### src/rtl/multi_clock_divider_if.sv
// Control and status bundle for multi_clock_divider.
// The master drives the enables, sync and divisor writes. The slave returns the divided clocks, ticks and pending flags.
interface multi_clock_divider_if #(
   parameter int unsigned CHANNELS = 4,
   parameter int unsigned WIDTH    = 28
);
   localparam int unsigned CHAN_W = 4;

   logic [CHANNELS-1:0] enable;
   logic                sync;
   logic                wr_en;
   logic [CHAN_W-1:0]   wr_chan;
   logic [WIDTH-1:0]    wr_div;
   logic [WIDTH-1:0]    wr_high;
   logic [CHANNELS-1:0] clock_out;
   logic [CHANNELS-1:0] tick;
   logic [CHANNELS-1:0] pending;

   modport master (
      output enable, sync, wr_en, wr_chan, wr_div, wr_high,
      input  clock_out, tick, pending
   );

   modport slave (
      input  enable, sync, wr_en, wr_chan, wr_div, wr_high,
      output clock_out, tick, pending
   );
endinterface

### src/rtl/multi_clock_divider.sv
// Multi-channel programmable clock/tick divider with shadowed divisors.
// Divisor updates apply at the period boundary, and a global sync restarts every channel at phase 0.
module multi_clock_divider #(
   parameter int unsigned CHANNELS     = 4,
   parameter int unsigned WIDTH        = 28,
   parameter int unsigned DEFAULT_DIV  = 2,
   parameter int unsigned DEFAULT_HIGH = 1
) (
   input  logic                  clock_in,
   input  logic                  rst_n,
   multi_clock_divider_if.slave  bus
);
   localparam int unsigned CHAN_W = 4;
   localparam logic [WIDTH-1:0] RST_DIV  = WIDTH'(DEFAULT_DIV);
   localparam logic [WIDTH-1:0] RST_HIGH = WIDTH'(DEFAULT_HIGH);

   logic [WIDTH-1:0]    cnt_q    [CHANNELS];
   logic [WIDTH-1:0]    cnt_d    [CHANNELS];
   logic [WIDTH-1:0]    div_a_q  [CHANNELS];
   logic [WIDTH-1:0]    div_a_d  [CHANNELS];
   logic [WIDTH-1:0]    high_a_q [CHANNELS];
   logic [WIDTH-1:0]    high_a_d [CHANNELS];
   logic [WIDTH-1:0]    div_s_q  [CHANNELS];
   logic [WIDTH-1:0]    div_s_d  [CHANNELS];
   logic [WIDTH-1:0]    high_s_q [CHANNELS];
   logic [WIDTH-1:0]    high_s_d [CHANNELS];
   logic [CHANNELS-1:0] pend_q, pend_d;
   logic [CHANNELS-1:0] clk_out_q, clk_out_d;
   logic [CHANNELS-1:0] tick_q, tick_d;

   logic [CHANNELS-1:0] run_c, wrap_c, wr_hit_c, bound_c;

   // Per-channel next state: the boundary (halt, disable, sync or wrap) resets cnt and commits new divisors
   always_comb begin
      run_c     = '0;
      wrap_c    = '0;
      wr_hit_c  = '0;
      bound_c   = '0;
      pend_d    = pend_q;
      clk_out_d = '0;
      tick_d    = '0;
      for (int unsigned i = 0; i < CHANNELS; i++) begin
         cnt_d[i]    = cnt_q[i];
         div_a_d[i]  = div_a_q[i];
         high_a_d[i] = high_a_q[i];
         div_s_d[i]  = div_s_q[i];
         high_s_d[i] = high_s_q[i];

         run_c[i]    = bus.enable[i] && (div_a_q[i] != '0);
         // div_a-1 only matters while running, so div_a=0 never reaches the compare
         wrap_c[i]   = run_c[i] && (cnt_q[i] >= (div_a_q[i] - WIDTH'(1)));
         wr_hit_c[i] = bus.wr_en && (bus.wr_chan == CHAN_W'(i));
         bound_c[i]  = !run_c[i] || bus.sync || wrap_c[i];

         clk_out_d[i] = run_c[i] && (cnt_q[i] < high_a_q[i]);
         tick_d[i]    = run_c[i] && (cnt_q[i] == '0);

         if (bound_c[i]) begin
            cnt_d[i] = '0;
            if (wr_hit_c[i]) begin
               div_a_d[i]  = bus.wr_div;
               high_a_d[i] = bus.wr_high;
               pend_d[i]   = 1'b0;
            end else if (pend_q[i]) begin
               div_a_d[i]  = div_s_q[i];
               high_a_d[i] = high_s_q[i];
               pend_d[i]   = 1'b0;
            end
         end else begin
            cnt_d[i] = cnt_q[i] + WIDTH'(1);
            if (wr_hit_c[i]) begin
               div_s_d[i]  = bus.wr_div;
               high_s_d[i] = bus.wr_high;
               pend_d[i]   = 1'b1;
            end
         end
      end
   end

   always_ff @(posedge clock_in or negedge rst_n) begin
      if (!rst_n) begin
         for (int unsigned i = 0; i < CHANNELS; i++) begin
            cnt_q[i]    <= '0;
            div_a_q[i]  <= RST_DIV;
            high_a_q[i] <= RST_HIGH;
            div_s_q[i]  <= RST_DIV;
            high_s_q[i] <= RST_HIGH;
         end
         pend_q    <= '0;
         clk_out_q <= '0;
         tick_q    <= '0;
      end else begin
         cnt_q     <= cnt_d;
         div_a_q   <= div_a_d;
         high_a_q  <= high_a_d;
         div_s_q   <= div_s_d;
         high_s_q  <= high_s_d;
         pend_q    <= pend_d;
         clk_out_q <= clk_out_d;
         tick_q    <= tick_d;
      end
   end

   assign bus.clock_out = clk_out_q;
   assign bus.tick      = tick_q;
   assign bus.pending   = pend_q;
endmodule

### src/flat_wrapper.sv
// flat-port wrapper written by rule: the top's interface ports become plain ports
module multi_clock_divider_flat 
#(
   parameter int unsigned CHANNELS     = 4,
   parameter int unsigned WIDTH        = 28,
   parameter int unsigned DEFAULT_DIV  = 2,
   parameter int unsigned DEFAULT_HIGH = 1
)
  (clock_in, rst_n, bus_enable, bus_sync, bus_wr_en, bus_wr_chan, bus_wr_div, bus_wr_high, bus_clock_out, bus_tick, bus_pending);
  multi_clock_divider_if #(.CHANNELS(CHANNELS), .WIDTH(WIDTH)) bus_i ();
  input  logic clock_in;
  input  logic rst_n;
  input wire logic [$bits(bus_i.enable)-1:0] bus_enable;
  input wire logic [$bits(bus_i.sync)-1:0] bus_sync;
  input wire logic [$bits(bus_i.wr_en)-1:0] bus_wr_en;
  input wire logic [$bits(bus_i.wr_chan)-1:0] bus_wr_chan;
  input wire logic [$bits(bus_i.wr_div)-1:0] bus_wr_div;
  input wire logic [$bits(bus_i.wr_high)-1:0] bus_wr_high;
  output wire logic [$bits(bus_i.clock_out)-1:0] bus_clock_out;
  output wire logic [$bits(bus_i.tick)-1:0] bus_tick;
  output wire logic [$bits(bus_i.pending)-1:0] bus_pending;
  assign bus_i.enable = bus_enable;
  assign bus_i.sync = bus_sync;
  assign bus_i.wr_en = bus_wr_en;
  assign bus_i.wr_chan = bus_wr_chan;
  assign bus_i.wr_div = bus_wr_div;
  assign bus_i.wr_high = bus_wr_high;
  assign bus_clock_out = bus_i.clock_out;
  assign bus_tick = bus_i.tick;
  assign bus_pending = bus_i.pending;
  multi_clock_divider #(.CHANNELS(CHANNELS), .WIDTH(WIDTH), .DEFAULT_DIV(DEFAULT_DIV), .DEFAULT_HIGH(DEFAULT_HIGH)) u_core (.clock_in(clock_in), .rst_n(rst_n), .bus(bus_i));
endmodule
### config.mk
export PLATFORM = sky130hd
export DESIGN_NAME = multi_clock_divider_flat
export DESIGN_NICKNAME = d
export VERILOG_FILES = /design/src/rtl/multi_clock_divider_if.sv /design/src/rtl/multi_clock_divider.sv /design/src/flat_wrapper.sv
export SDC_FILE = /design/constraint.sdc
export NUM_CORES = 1
export LEC_CHECK = 0
export BUFFER_PORTS_ARGS = -buffer_cell sky130_fd_sc_hd__buf_2
export CORE_MARGIN = 4
export CORE_UTILIZATION = 60
export DETAILED_ROUTE_END_ITERATION = 12
export PLACE_DENSITY = 0.77
export SLEW_MARGIN = 20
export SYNTH_ARGS = -nofsm -noshare
export SYNTH_HDL_FRONTEND = slang
export SYNTH_SLANG_ARGS = --single-unit
### constraint.sdc
create_clock -name clock_in -period 11.7 [get_ports clock_in]
set_input_delay 2.34 -clock clock_in [delete_from_list [all_inputs] [get_ports clock_in]]
set_output_delay 2.34 -clock clock_in [all_outputs]
set_load 0.05 [all_outputs]
==> run summary <==
The run finished with clean final reports. The number of clock buffers added by TritonCTS is 59. At the end of routability-driven placement, the weighted congestion stood at 0.9167.

Starting density of the core: 0.6071. Final core area utilization: 0.6664. The DRC violation total after the first TritonRoute iteration is 1349, and the area enclosed by the die boundary is 57030 sq um. The tools report the area of the placeable core as 52660 sq um.

For this run, the detailed router's first-pass iteration total came to 5. In this run the worst path has a maximum fanout of 29. Clock latency on the worst-skew pair, taken at its later pin, is 630 ps. For the cell total after placement, the log shows 3462. Data on the critical path arrives at its endpoint at 6420 ps.

On the final layout, the worst clock skew is 19.87 ps. Across the VDD grid, the largest voltage drop is 0.1251 mV. Among all flip-flop cells after synthesis, the most frequent one is sky130_fd_sc_hd__dfrtp_1.

The critical path's top delay family was simple AND/OR/NAND/NOR gates. The analysis attributes to cell leakage a power of 0.01685 uW. Part of the Yosys area used for sequential elements: 0.4484. The run gives 0.2837 as the global router's overall resource usage.

The run gives 0 as the residual DRC count. The number of antenna violations at the first check in global routing is 3, and the shortest period the worst path allows is 5882 ps. The logs give 0 for the hold-fix buffer count after cts and 80 for the number of top-level design ports. In this run the cell area of the synthesized design comes to 31970 sq um. The total overflow left after global routing is 0.

The logs give 54.38 mm for the half-perimeter wire length after placement and 6485 uW for the total power. The tools report the net count reported at finish as 3135. The die is 238.8 um wide. After technology mapping, the gate count stands at 2762. The area growth from synthesis to layout is 9.774%. In this design, the stage delay of the slowest critical-path cell is 870 ps. Dividing total power by cell area gives a power density of 184.8 nW/um^2. The count of pins over their slew limit was 0. Routed via count: 21870. Among all stages on the critical path, the largest delay is contributed by sky130_fd_sc_hd__o21ai_4.

The tools report the filler-free cell count of the finished design as 3575. TritonCTS built the clock tree. The accumulated negative setup slack was 0 ps. The clock slew seen by the registers of the worst setup and hold paths came out at 60 ps. In the final routed layout, each cell accounts on average for 22.42 um.

The worst setup path is launched from a register. The count of maximum capacitance violations is 0, and the Yosys warning count is 0. The synthesized netlist net count is 3062. The signal on the critical path passes through inv_1 -> ha_1 -> or3b_2 -> or4_4 -> or3_1 -> or3_1 -> xor2_1 -> ha_1 -> a21oi_1 -> a21boi_0 -> a2111oi_0 -> nand4b_1 -> o21ai_4 -> buf_4 -> mux2_4. The share of synthesized flip-flops with an asynchronous set or reset was 1.000. The synthesized netlist contains 65 unique library cells. Setup repair after global routing left no endpoint under its margin. In this run the remaining antenna-violating nets after routing total 0. The buffers inserted during post-CTS setup optimization came out at 0. The maximum number of pins on one net before global-route repair is 166, and the slew of the pin with the lowest slew margin is 1060 ps. The portion of the clock cycle consumed by the worst path in the final layout is 0.5027. Setup violations remaining at the end of the flow were counted as 0.

The logs give 0.2904 for the max-slew headroom at the worst pin and 80.15 mm for the post-detailed-routing wire length. The first-pass GRT wire length was 126.8 mm; the number of synthesized flops with an enable pin was 0. Synthesis inferred 572 register bits. Timing would allow up to 170.0 MHz. During placement, the flow inserted port buffers numbering 79. Together, buffers and inverters on the worst path number 2.

The buffer depth of the longest clock path is 3. Gates resized during post-CTS repair numbered 0. The endpoint class of the critical path was a register. Setup slack on the critical path of the routed design comes to 5818 ps. The die is 238.8 um tall. Dividing the detail-routed via count by the number of cells gives 6.118. Required time of the critical path: 12240 ps.

The run gives 5849 ps as the placement-stage worst setup slack. After synthesis, the mean cell area works out to 11.57 sq um. The worst hold path belongs to the class reg -> reg.

The path type of the worst setup path is reg -> reg. The logs give 0 for the final hold violation count and 84 for the number of standard-cell rows in the floorplan. The H-tree was split into 2 levels. Clock tree synthesis selected as its root buffer the cell sky130_fd_sc_hd__clkbuf_16.

The clock sink count came out at 572. The logs give 22610 for the number of global-route vias before repair and 5820 ps for the internal reg-to-reg setup slack. The layout cell share with drive strength beyond 1 came out at 0.2355.
-- cells by family after synthesis --
group / count (synthesis) / share of synthesized area
muxes: 672 / 0.2289
and+or+nand+nor: 652 / 0.1045
buffers and inverters: 235 / 0.03120
adders and majority gates: 232 / 0.09081
AOI/OAI and AO/OA: 192 / 0.03945
DFF: 572 / 0.4484
xor gates and xnor gates: 207 / 0.05672
-- sequential cells by signal (all words and copies together) (netlist names) --
| name | flops |
|---|---|
| u_core.div_a_q | 112 |
| u_core.cnt_q | 112 |
| u_core.bus.clock_out | 4 |
| u_core.bus.tick | 4 |
| u_core.div_s_q | 112 |
| u_core.high_a_q | 112 |
| u_core.bus.pending | 4 |
| u_core.high_s_q | 112 |
-- final cells by class --
class	count	area (sq um)
clock inverter	16	207.7
tap	688	860.8
multi-input combinational	1955	16720
clock buffer	93	1827
antenna	4	10.01
timing repair buffer	101	586.8
sequential	572	14330
fill	3887	17570
inverter	146	548.0
-- placed cells by master (no fill, tap or decap), types with 64 or more instances in the layout --
cell,n
sky130_fd_sc_hd__mux2_2,428
sky130_fd_sc_hd__buf_2,78
sky130_fd_sc_hd__dfrtp_1,556
sky130_fd_sc_hd__xnor2_1,140
sky130_fd_sc_hd__nor2_1,210
sky130_fd_sc_hd__xor2_1,67
sky130_fd_sc_hd__ha_1,232
sky130_fd_sc_hd__a21oi_1,64
sky130_fd_sc_hd__nand3_1,64
sky130_fd_sc_hd__mux2i_1,232
sky130_fd_sc_hd__nand2_1,75
sky130_fd_sc_hd__inv_1,146
-- report_power, final --
part | switching [uW] | internal, uW | leakage (uW) | total, uW
Combinational | 1070 | 875 | 0.00825 | 1950
Clock | 786 | 1170 | 0.00101 | 1960
Sequential | 221 | 2360 | 0.00759 | 2580
Total | 2080 | 4400 | 0.0168 | 6490
-- stage by stage --
step	instance area, sq um	hold slack [ps]
3_3_place_gp	33040	482.3
3_5_place_dp	33040	489.7
4_1_cts	35070	503.5
2_1_floorplan	31970	468.2
6_report	35090	502.1
5_1_grt	35080	517.6
-- routing by layer --
metal	vias to the layer above	routed length [um]	GRT usage
li1	10070	-	-
met1	11000	34490	0.3847
met2	608	36710	0.4506
met4	0	4196	0.1351
met3	195	4756	0.04522
met5	-	0	0
-- cells in the mapped netlist (35+ instances only) --
cell                      number  area, sq um
sky130_fd_sc_hd__buf_2        35        175.2
sky130_fd_sc_hd__a21o_1       40        300.3
sky130_fd_sc_hd__nor3_1       64        320.3
sky130_fd_sc_hd__nand3_1      66        330.3
sky130_fd_sc_hd__a21oi_1      65        325.3
sky130_fd_sc_hd__nand2_1      75        281.5
sky130_fd_sc_hd__mux2i_1     232         2322
sky130_fd_sc_hd__nor4_1       47        294.0
sky130_fd_sc_hd__mux2_2      428         4820
sky130_fd_sc_hd__nor2_1      211        792.0
sky130_fd_sc_hd__inv_1       146        548.0
sky130_fd_sc_hd__dfrtp_1     556        13910
sky130_fd_sc_hd__xor2_1       67        586.8
sky130_fd_sc_hd__ha_1        232         2903
sky130_fd_sc_hd__nand4_1      63        394.1
sky130_fd_sc_hd__xnor2_1     140         1226
-- worst paths after layout --
check,endpoint,cells after the start,startpoint
worst max-delay path,u_core.high_a_q[0],15,u_core.div_a_q[0]
worst min-delay path,u_core.div_s_q[71],1,u_core.div_s_q[71]
worst max register to register,u_core.high_a_q[0],15,u_core.div_a_q[0]
worst min register to register,u_core.div_s_q[71],1,u_core.div_s_q[71]
max in group asynchronous,u_core.div_s_q[86],3,rst_n
min in group asynchronous,u_core.cnt_q[83],1,rst_n
Power figures use the tool's default switching activity.
